--- src/rtl/axil_ctrl_regs.sv ---
// ============================================================================
// Module  : axil_ctrl_regs
// Brief   : AXI-Lite control/status register file (ID, LEDs, DIPs, cycle
//           counter, scratch) terminating the OCL BAR0 channel.
// Revision: 1.0
// ============================================================================
`timescale 1ns/1ps
`default_nettype none

module axil_ctrl_regs #(
    parameter int unsigned NUM_SCRATCH = 4,
    parameter logic [31:0] ID_VALUE    = 32'hC0DE_0001
) (
    input  logic        clk_main_a0,
    input  logic        rst_main_n,
    input  logic        awvalid,
    output logic        awready,
    input  logic [31:0] awaddr,
    input  logic        wvalid,
    output logic        wready,
    input  logic [31:0] wdata,
    input  logic [3:0]  wstrb,
    output logic        bvalid,
    input  logic        bready,
    output logic [1:0]  bresp,
    input  logic        arvalid,
    output logic        arready,
    input  logic [31:0] araddr,
    output logic        rvalid,
    input  logic        rready,
    output logic [1:0]  rresp,
    output logic [31:0] rdata,
    input  logic [15:0] vdip,
    output logic [15:0] vled
);

    localparam logic [5:0] c_IDX_ID      = 6'd0;
    localparam logic [5:0] c_IDX_VLED    = 6'd1;
    localparam logic [5:0] c_IDX_VDIP    = 6'd2;
    localparam logic [5:0] c_IDX_CYCLE   = 6'd3;
    localparam logic [5:0] c_IDX_CTRL    = 6'd4;
    localparam logic [5:0] c_IDX_SCRATCH = 6'd8;
    localparam logic [1:0] c_OKAY        = 2'b00;
    localparam logic [1:0] c_SLVERR      = 2'b10;

    typedef enum logic [0:0] {W_IDLE = 1'b0, W_RESP = 1'b1} w_state_t;
    typedef enum logic [0:0] {R_IDLE = 1'b0, R_RESP = 1'b1} r_state_t;

    w_state_t r_wstate;
    r_state_t r_rstate;

    logic                      r_awready, r_wready, r_bvalid, r_arready, r_rvalid;
    logic [1:0]                r_bresp, r_rresp;
    logic [31:0]               r_rdata;
    logic                      r_aw_held, r_w_held;
    logic [31:0]               r_awaddr, r_wdata;
    logic [3:0]                r_wstrb;
    logic [15:0]               r_vled, r_vled_out;
    logic [31:0]               r_cycle;
    logic [NUM_SCRATCH*32-1:0] w_scratch_flat;

    // ------------------------------------------------------------------
    // Write-side decode; a held AW/W takes precedence over the live bus
    // ------------------------------------------------------------------
    logic                   w_aw_hs, w_w_hs, w_have_aw, w_have_w, w_commit;
    logic [31:0]            w_waddr, w_wdat;
    logic [3:0]             w_wstr;
    logic [5:0]             w_widx;
    logic                   w_wupper_ok, w_wscr_range, w_wmapped, w_wsel, w_ctrl_clear;
    logic [NUM_SCRATCH-1:0] w_scr_we;

    assign w_aw_hs   = awvalid & r_awready;
    assign w_w_hs    = wvalid & r_wready;
    assign w_have_aw = r_aw_held | w_aw_hs;
    assign w_have_w  = r_w_held | w_w_hs;
    assign w_commit  = (r_wstate == W_IDLE) & w_have_aw & w_have_w;

    assign w_waddr = r_aw_held ? r_awaddr : awaddr;
    assign w_wdat  = r_w_held ? r_wdata : wdata;
    assign w_wstr  = r_w_held ? r_wstrb : wstrb;
    assign w_widx  = w_waddr[7:2];

    assign w_wupper_ok  = (w_waddr[31:8] == 24'd0);
    assign w_wscr_range = (w_widx >= c_IDX_SCRATCH) &&
                          ({26'd0, w_widx} < (32'd8 + NUM_SCRATCH));
    assign w_wmapped    = w_wupper_ok && ((w_widx <= c_IDX_CTRL) || w_wscr_range);
    assign w_wsel       = w_commit && w_wupper_ok;
    assign w_ctrl_clear = w_wsel && (w_widx == c_IDX_CTRL) && w_wstr[0] && w_wdat[0];

    always_ff @(posedge clk_main_a0 or negedge rst_main_n) begin
        if (!rst_main_n) begin
            r_wstate  <= W_IDLE;
            r_awready <= 1'b0;
            r_wready  <= 1'b0;
            r_bvalid  <= 1'b0;
            r_bresp   <= c_OKAY;
            r_aw_held <= 1'b0;
            r_w_held  <= 1'b0;
            r_awaddr  <= 32'd0;
            r_wdata   <= 32'd0;
            r_wstrb   <= 4'd0;
        end else begin
            case (r_wstate)
                W_IDLE: begin
                    if (w_aw_hs) begin
                        r_aw_held <= 1'b1;
                        r_awaddr  <= awaddr;
                    end
                    if (w_w_hs) begin
                        r_w_held <= 1'b1;
                        r_wdata  <= wdata;
                        r_wstrb  <= wstrb;
                    end
                    if (w_commit) begin
                        r_wstate  <= W_RESP;
                        r_awready <= 1'b0;
                        r_wready  <= 1'b0;
                        r_bvalid  <= 1'b1;
                        r_bresp   <= w_wmapped ? c_OKAY : c_SLVERR;
                    end else begin
                        r_awready <= ~w_have_aw;
                        r_wready  <= ~w_have_w;
                    end
                end
                W_RESP: begin
                    if (bready) begin
                        r_wstate  <= W_IDLE;
                        r_bvalid  <= 1'b0;
                        r_bresp   <= c_OKAY;
                        r_aw_held <= 1'b0;
                        r_w_held  <= 1'b0;
                        r_awready <= 1'b1;
                        r_wready  <= 1'b1;
                    end
                end
                default: r_wstate <= W_IDLE;
            endcase
        end
    end

    always_ff @(posedge clk_main_a0 or negedge rst_main_n) begin
        if (!rst_main_n) begin
            r_vled     <= 16'd0;
            r_vled_out <= 16'd0;
            r_cycle    <= 32'd0;
        end else begin
            r_vled_out <= r_vled;
            r_cycle    <= w_ctrl_clear ? 32'd0 : r_cycle + 32'd1;
            if (w_wsel && (w_widx == c_IDX_VLED)) begin
                if (w_wstr[0]) r_vled[7:0]  <= w_wdat[7:0];
                if (w_wstr[1]) r_vled[15:8] <= w_wdat[15:8];
            end
        end
    end

    for (genvar g = 0; g < NUM_SCRATCH; g++) begin : g_scratch
        logic [31:0] r_word;

        assign w_scr_we[g] = w_wsel && (w_widx == 6'(8 + g));
        assign w_scratch_flat[32*g +: 32] = r_word;

        always_ff @(posedge clk_main_a0 or negedge rst_main_n) begin
            if (!rst_main_n) begin
                r_word <= 32'd0;
            end else begin
                for (int b = 0; b < 4; b++) begin
                    if (w_scr_we[g] && w_wstr[b]) r_word[8*b +: 8] <= w_wdat[8*b +: 8];
                end
            end
        end
    end

    // ------------------------------------------------------------------
    // Read path: data is sampled from pre-edge state, so a same-edge write
    // or counter clear is not yet visible in the captured word.
    // ------------------------------------------------------------------
    logic [5:0]  w_ridx;
    logic [31:0] w_rd_data;
    logic        w_rd_ok;

    assign w_ridx = araddr[7:2];

    always_comb begin
        w_rd_data = 32'd0;
        w_rd_ok   = 1'b0;
        if (araddr[31:8] == 24'd0) begin
            case (w_ridx)
                c_IDX_ID:    begin w_rd_data = ID_VALUE;         w_rd_ok = 1'b1; end
                c_IDX_VLED:  begin w_rd_data = {16'h0, r_vled};  w_rd_ok = 1'b1; end
                c_IDX_VDIP:  begin w_rd_data = {16'h0, vdip};    w_rd_ok = 1'b1; end
                c_IDX_CYCLE: begin w_rd_data = r_cycle;          w_rd_ok = 1'b1; end
                c_IDX_CTRL:  begin w_rd_data = 32'd0;            w_rd_ok = 1'b1; end
                default:     ;
            endcase
            for (int i = 0; i < NUM_SCRATCH; i++) begin
                if (w_ridx == 6'(c_IDX_SCRATCH + i)) begin
                    w_rd_data = w_scratch_flat[32*i +: 32];
                    w_rd_ok   = 1'b1;
                end
            end
        end
    end

    always_ff @(posedge clk_main_a0 or negedge rst_main_n) begin
        if (!rst_main_n) begin
            r_rstate  <= R_IDLE;
            r_arready <= 1'b0;
            r_rvalid  <= 1'b0;
            r_rdata   <= 32'd0;
            r_rresp   <= c_OKAY;
        end else begin
            case (r_rstate)
                R_IDLE: begin
                    if (arvalid && r_arready) begin
                        r_rstate  <= R_RESP;
                        r_arready <= 1'b0;
                        r_rvalid  <= 1'b1;
                        r_rdata   <= w_rd_data;
                        r_rresp   <= w_rd_ok ? c_OKAY : c_SLVERR;
                    end else begin
                        r_arready <= 1'b1;
                    end
                end
                R_RESP: begin
                    if (rready) begin
                        r_rstate  <= R_IDLE;
                        r_rvalid  <= 1'b0;
                        r_arready <= 1'b1;
                    end
                end
                default: r_rstate <= R_IDLE;
            endcase
        end
    end

    logic w_unused;
    assign w_unused = ^{w_waddr[1:0], araddr[1:0]};

    assign awready = r_awready;
    assign wready  = r_wready;
    assign bvalid  = r_bvalid;
    assign bresp   = r_bresp;
    assign arready = r_arready;
    assign rvalid  = r_rvalid;
    assign rresp   = r_rresp;
    assign rdata   = r_rdata;
    assign vled    = r_vled_out;

endmodule

`default_nettype wire

--- config.mk ---
export PLATFORM = sky130hd
export DESIGN_NAME = axil_ctrl_regs
export DESIGN_NICKNAME = d
export VERILOG_FILES = /design/src/rtl/axil_ctrl_regs.sv
export SDC_FILE = /design/constraint.sdc
export NUM_CORES = 1
export LEC_CHECK = 0
export ABC_AREA = 1
export BUFFER_PORTS_ARGS = -buffer_cell sky130_fd_sc_hd__clkbuf_2
export CORE_MARGIN = 5
export CORE_UTILIZATION = 59
export DETAILED_ROUTE_END_ITERATION = 16
export PLACE_DENSITY = 0.81
export SLEW_MARGIN = 0
export SYNTH_ARGS = -nofsm -noshare
export SYNTH_HDL_FRONTEND = slang
export SYNTH_SLANG_ARGS = --single-unit
--- constraint.sdc ---
create_clock -name clk_main_a0 -period 2 [get_ports clk_main_a0]
set_input_delay 0.1 -clock clk_main_a0 [delete_from_list [all_inputs] [get_ports clk_main_a0]]
set_output_delay 0.1 -clock clk_main_a0 [all_outputs]
set_load 0.005 [all_outputs]
==> results of run 1 <==
==> power by group <==
group          internal [mW]  total, mW  leakage (nW)  switching, mW
clock                   3.62       6.07         0.524           2.45
combinational           1.97       6.16          5.76           4.20
sequential              6.84       7.42          4.05          0.583
==> routing by layer <==
metal | share of wire [%] | GRT usage (%) | wire, um | vias to the layer above
met5 | 0 | 0 | 0 | -
met4 | 7.2 | 17.43 | 3761 | 0
met3 | 9.9 | 5.311 | 5133 | 287
met2 | 48 | 57.12 | 24930 | 1100
met1 | 35 | 43.16 | 18190 | 7281
li1 | - | - | - | 6857
==> cells by family (layout without fill, tap and decap cells) <==
family | after synthesis | in the layout | synth area share, %
multiplexers | 7 | 7 | 0.5274
buffers and inverters | 247 | 577 | 6.974
XOR/XNOR | 4 | 4 | 0.2344
AO/OA/AOI/OAI | 228 | 228 | 8.280
AND/OR/NAND/NOR | 1100 | 1100 | 33.48
adder cells (fa/ha/maj) | 1 | 1 | 0.08370
other | 1 | 2 | 0.02509
flip-flops | 301 | 301 | 50.40
==> worst max-delay path, delay by kind of cell, from the launching register on <==
family / cells / cell delay (ps)
buffers and inverters: 2 / 350
and+or+nand+nor: 9 / 1210
DFF: 1 / 420
==> synth_stat cells <==
library cell  number
or2_2              3
nor2_8             1
buf_4              9
nand4_2            3
conb_1             1
o31ai_1            1
o21ai_2            6
nand3_1           66
clkinv_1           2
buf_2             29
buf_1              2
mux2_2             7
nand2_2            1
nor2_4             5
nor3_4             1
ha_1               1
nor4_1             2
o22ai_1           11
o21ai_1           10
o221ai_1           1
a21oi_1           33
xor2_1             4
a31oi_1            2
nand4_1          170
inv_1            136
o21ai_0          149
nand2_1          664
clkbuf_1          50
nand4_4           12
nor3_1            19
a22oi_1            1
a211oi_1           1
nor2_1           146
o211ai_1          11
nor2_2             2
nor3_2             1
o21ai_4            1
buf_6              6
nand3b_1           3
or2_0              1
inv_2             13
o31ai_2            1
dfrtp_1          301
==> cell type report <==
type / instances / share of cell area (%)
tap: 330 / 2.178
inverter: 151 / 3.016
clock inverter: 6 / 0.5543
timing repair buffer: 371 / 15.18
clock buffer: 49 / 5.028
sequential: 301 / 39.74
multi-input combinational: 1342 / 34.31
==> sequential cells by signal, summed over array words and instances (netlist names), 4 cells and up <==
| register | cells |
|---|---|
| g_scratch.r_word | 128 |
| r_awaddr | 30 |
| r_cycle | 32 |
| r_vled | 16 |
| r_wdata | 32 |
| r_wstrb | 4 |
| rdata | 32 |
| vled | 16 |
==> stage by stage <==
step	instances	hold slack (ps)	setup TNS, ps	setup slack [ps]
global placement	2406	91.28	-50.64	-7.982
global route	2550	98.72	-9606	-144.7
detailed placement	2406	97.92	-1526	-89.96
finish	2550	29.44	-2086	-76.60
CTS	2534	27.80	0	38.17
floorplan	1890	-195.6	0	266.1
==> final timing paths <==
check,startpoint,end,cells past startpoint
max in group asynchronous,rst_main_n,r_w_held$_DFFE_PN0P_,3
min,arvalid,rvalid$_DFFE_PN0P_,5
min reg2reg,r_vled[14]$_DFFE_PN0P_,vled[14]$_DFF_PN0_,0
max reg2reg,r_awaddr[10]$_DFFE_PN0P_,r_vled[9]$_DFFE_PN0P_,11
min in group asynchronous,rst_main_n,r_cycle[12]$_DFF_PN0_,2
max,r_awaddr[10]$_DFFE_PN0P_,r_vled[9]$_DFFE_PN0P_,11
==> timing repair <==
action,in CTS,in global routing
buffers inserted,3,14
setup endpoints to repair,28,151
gates cloned,0,2
gates resized for setup,1,38
pin swaps,3,12
hold buffers,70,0
endpoints found under the hold margin,357,0
==> results.json, run 1 <==
{
  "outcome": "finished with violations",
  "violations": "negative setup slack",
  "grt_max_degree": 74,
  "clock_path_buffers": 3,
  "slowest_delay_ps": 420,
  "n_fill_cell": 1660,
  "multiInputGateArea_um2": 6506,
  "die_w_um": 169.2,
  "grt_pass1_vias": 15130,
  "area_growth_pct": 26.87,
  "syn-mean-instance-area_um2": 7.912,
  "antenna_found_initial": 0,
  "ir_worst_vdd_mv": 1.203,
  "drc": 0,
  "overflow": 0,
  "power_density_nw_per_um2": 1036,
  "cp_data_arrival_time_ps": 2560,
  "crit_fanout": 29,
  "cts.sinks": 301,
  "post_synth_num_cell_types": 43,
  "cts_tree": "done",
  "ys_ff_latch": 301,
  "synth.area.top_cells": "dfrtp_1 50%, nand2_1 17%, nand4_1 7.1%",
  "grt.total_usage_pct": 34.07,
  "fin_crit_ps": 2077,
  "leakagePower_nw": 10.34,
  "hold_viol_final": 0,
  "place_area_um2": 16870,
  "fp.dieArea_um2": 28620,
  "grt_pass1_wl_um": 78610,
  "place_congestion": 0.9481,
  "core_area_um2": 25040,
  "pin_count": 180,
  "drt_iter0_drc": 2002,
  "clk_latency_ps": 570,
  "wl_per_cell_um": 20.40,
  "cp-end-kind": "flop",
  "report.final.slew_viol_count": 0,
  "setup_viol": 78,
  "synth_area_leader_cell": "dfrtp_1",
  "wirelength_um": 52020,
  "die_h_um": 169.2,
  "dpl.hpwl_um": 31870,
  "postRouteAntennaNets": 0,
  "worst_clock_skew_ps": 20.84,
  "drive_gt1_share_pct": 19.28,
  "cts-root-buf": "clkbuf_16",
  "netlist.area_leader.share_pct": 50.40,
  "layout_common_cells": "659 x nand2_1, 299 x dfrtp_1, 172 x clkbuf_2",
  "min_period_over_period_pct": 103.8,
  "cts.htree.levels": 1,
  "clk_pin_slew_ps": 70,
  "cts_buffers": 31,
  "synth_seq_area_share_pct": 50.40,
  "final_cell_area_um2": 18960,
  "final_util_pct": 75.74,
  "max_slew_margin_pct": 28.44,
  "crit_required_ps": 2480,
  "min_path_type": "primary input to flop",
  "final_common_cell": "nand2_1",
  "path_class": "flop to flop",
  "routed_via_density": 6.088,
  "rows": 58,
  "drt_pass1_iterations": 7,
  "r2r_setup_slack_ps": -80,
  "syn_inst": 1889,
  "vias": 15530,
  "fin_total_pwr_mw": 19.65,
  "crit_chain": "nor2_1, nand2_1, nor3_2, nand2_1, nor2_1, nor2_1, nor2_4, buf_12, buf_16, nand4_1, nand2_1",
  "fin_ws_ps": -76.60,
  "tightest_slew_ps": 1070,
  "syn_area_um2": 14950,
  "n_antenna_cell": 0,
  "final_nets": 2322,
  "yosysWarnings": 0,
  "critPathSlowestCell": "dfrtp_1",
  "startpoint_type": "flop",
  "seq_area_um2": 7535,
  "clock.fmax_mhz": 481.6,
  "max_cap_viol_count": 0,
  "numPortBuffers": 173,
  "start_util_pct": 59.70
}
No activity file was read; power rests on OpenSTA's default activity.
==> run 2: changes to the inputs <==
--- a/config.mk
+++ b/config.mk
@@ -11,7 +11,8 @@
 export CORE_UTILIZATION = 59
 export DETAILED_ROUTE_END_ITERATION = 16
 export PLACE_DENSITY = 0.81
-export SLEW_MARGIN = 0
+export REMOVE_ABC_BUFFERS = 1
+export SLEW_MARGIN = 20
 export SYNTH_ARGS = -nofsm -noshare
 export SYNTH_HDL_FRONTEND = slang
 export SYNTH_SLANG_ARGS = --single-unit
==> results.json, run 2 (same netlist as run 1, synthesis figures left out) <==
{
  "outcome": "finished with violations",
  "violations": "negative setup slack",
  "die_h_um": 169.2,
  "cp-end-kind": "flop",
  "clock_path_buffers": 3,
  "clock.fmax_mhz": 473.7,
  "clk_pin_slew_ps": 60,
  "cts-root-buf": "clkbuf_16",
  "crit_required_ps": 2490,
  "final_util_pct": 76.37,
  "power_density_nw_per_um2": 983.9,
  "path_class": "flop to flop",
  "min_path_type": "primary input to flop",
  "rows": 58,
  "hold_viol_final": 0,
  "fp.dieArea_um2": 28620,
  "cts.sinks": 301,
  "cts.htree.levels": 1,
  "core_area_um2": 25040,
  "final_common_cell": "nand2_1",
  "largest-register": "g_scratch.r_word",
  "ir_worst_vdd_mv": 1.054,
  "drt_iter0_drc": 1822,
  "pin_count": 180,
  "drive_gt1_share_pct": 19.68,
  "max_slew_margin_pct": 49.88,
  "final_nets": 2326,
  "dpl.hpwl_um": 29790,
  "rsz0062_at_grt": "yes",
  "grt_pass1_vias": 14840,
  "antenna_found_initial": 0,
  "fin_ws_ps": -111.1,
  "n_antenna_cell": 0,
  "report.final.slew_viol_count": 0,
  "crit_fanout": 18,
  "setup_tns_ps": -3572,
  "grt_pass1_wl_um": 74990,
  "leakagePower_nw": 10.41,
  "clk_latency_ps": 580,
  "place_congestion": 0.9562,
  "tightest_slew_ps": 751.8,
  "drt_pass1_iterations": 6,
  "postRouteAntennaNets": 0,
  "wirelength_um": 49960,
  "cp_data_arrival_time_ps": 2610,
  "area_growth_pct": 27.93,
  "fin_hold_ws_ps": 49.82,
  "numPortBuffers": 173,
  "die_w_um": 169.2,
  "path_common_cell": "nand2_1",
  "largest_register_ffs": 128,
  "critPathSlowestCell": "dfrtp_1",
  "crit_chain": "nor2_1, nand2_1, nor3_2, nand2_1, nor2_1, nor2_2, nor2_4, buf_12, buf_6, nand4_1, nand2_1",
  "grt.total_usage_pct": 32.26,
  "startpoint_type": "flop",
  "grt_max_degree": 74,
  "overflow": 0,
  "max_cap_viol_count": 0,
  "post-place-ws_ps": -38.97,
  "cts_buffers": 31,
  "min_period_over_period_pct": 105.6,
  "cts_tree": "done",
  "setup_viol": 115,
  "wl_per_cell_um": 19.55,
  "routed_via_density": 5.971,
  "slowest_delay_ps": 410,
  "drc": 0,
  "fin_crit_ps": 2111,
  "worst_clock_skew_ps": 23.87,
  "vias": 15260,
  "start_util_pct": 59.70,
  "layout_common_cells": "659 x nand2_1, 299 x dfrtp_1, 172 x clkbuf_2",
  "fin_total_pwr_mw": 18.81
}
==> run 2: worst paths after layout <==
kind                                          start                       to  slack, ps  cells after the start
max                        r_awaddr[11]$_DFFE_PN0P_    r_vled[8]$_DFFE_PN0P_       -110                     11
min                                        vdip[13]    rdata[13]$_DFFE_PN0P_         50                      7
max reg2reg                r_awaddr[11]$_DFFE_PN0P_    r_vled[8]$_DFFE_PN0P_       -110                     11
min reg2reg                   r_vled[0]$_DFFE_PN0P_        vled[0]$_DFF_PN0_        410                      0
max in group asynchronous                rst_main_n    r_cycle[20]$_DFF_PN0_       1150                      3
min in group asynchronous                rst_main_n  r_wdata[28]$_DFFE_PN0P_         90                      2
==> run 2: final cells by class <==
type / instances / area (um^2)
Sequential cell: 301 / 7535
Multi-Input combinational cell: 1342 / 6536
Fill cell: 1663 / 5917
Timing Repair Buffer: 375 / 3058
Clock buffer: 47 / 925.9
Inverter: 151 / 569.3
Tap cell: 330 / 412.9
Clock inverter: 10 / 82.58
==> run 2: routing by layer <==
layer,GRT usage (%),routed length [um]
met1,40.08,17970
met2,55.08,24400
met3,5.148,4745
met4,16.14,2849
met5,0,0
==> run 2: report_power, final <==
part           internal, mW  leakage (nW)  total (mW)  switching, mW
logic                  1.96          5.85        5.67           3.70
clock network          3.30         0.505        5.75           2.44
registers              6.84          4.05        7.40          0.560
total                  12.1          10.4        18.8           6.70
==> run 2: stage by stage <==
stage                     area [um^2]  std cells
after global routing            19120       2556
after detailed placement        16820       2399
after CTS                       18590       2530
after global placement          16820       2399
final                           19120       2556
after floorplan                 14470       1794
==> run 2: critical path: cells and delay by family (launching register included) <==
family                 cells  cell delay [ps]
buffers and inverters      2              390
flip-flops                 1              410
AND/OR/NAND/NOR            9             1210
==> run 2: what timing repair did <==
| item | in CTS | in global routing |
|---|---|---|
| buffers inserted | 2 | 16 |
| endpoints found under the hold margin | 197 | 0 |
| resized for setup | 4 | 40 |
| pin swaps | 1 | 19 |
| gates cloned | 0 | 10 |
| endpoints found under the setup margin | 46 | 177 |
| hold buffers | 72 | 0 |
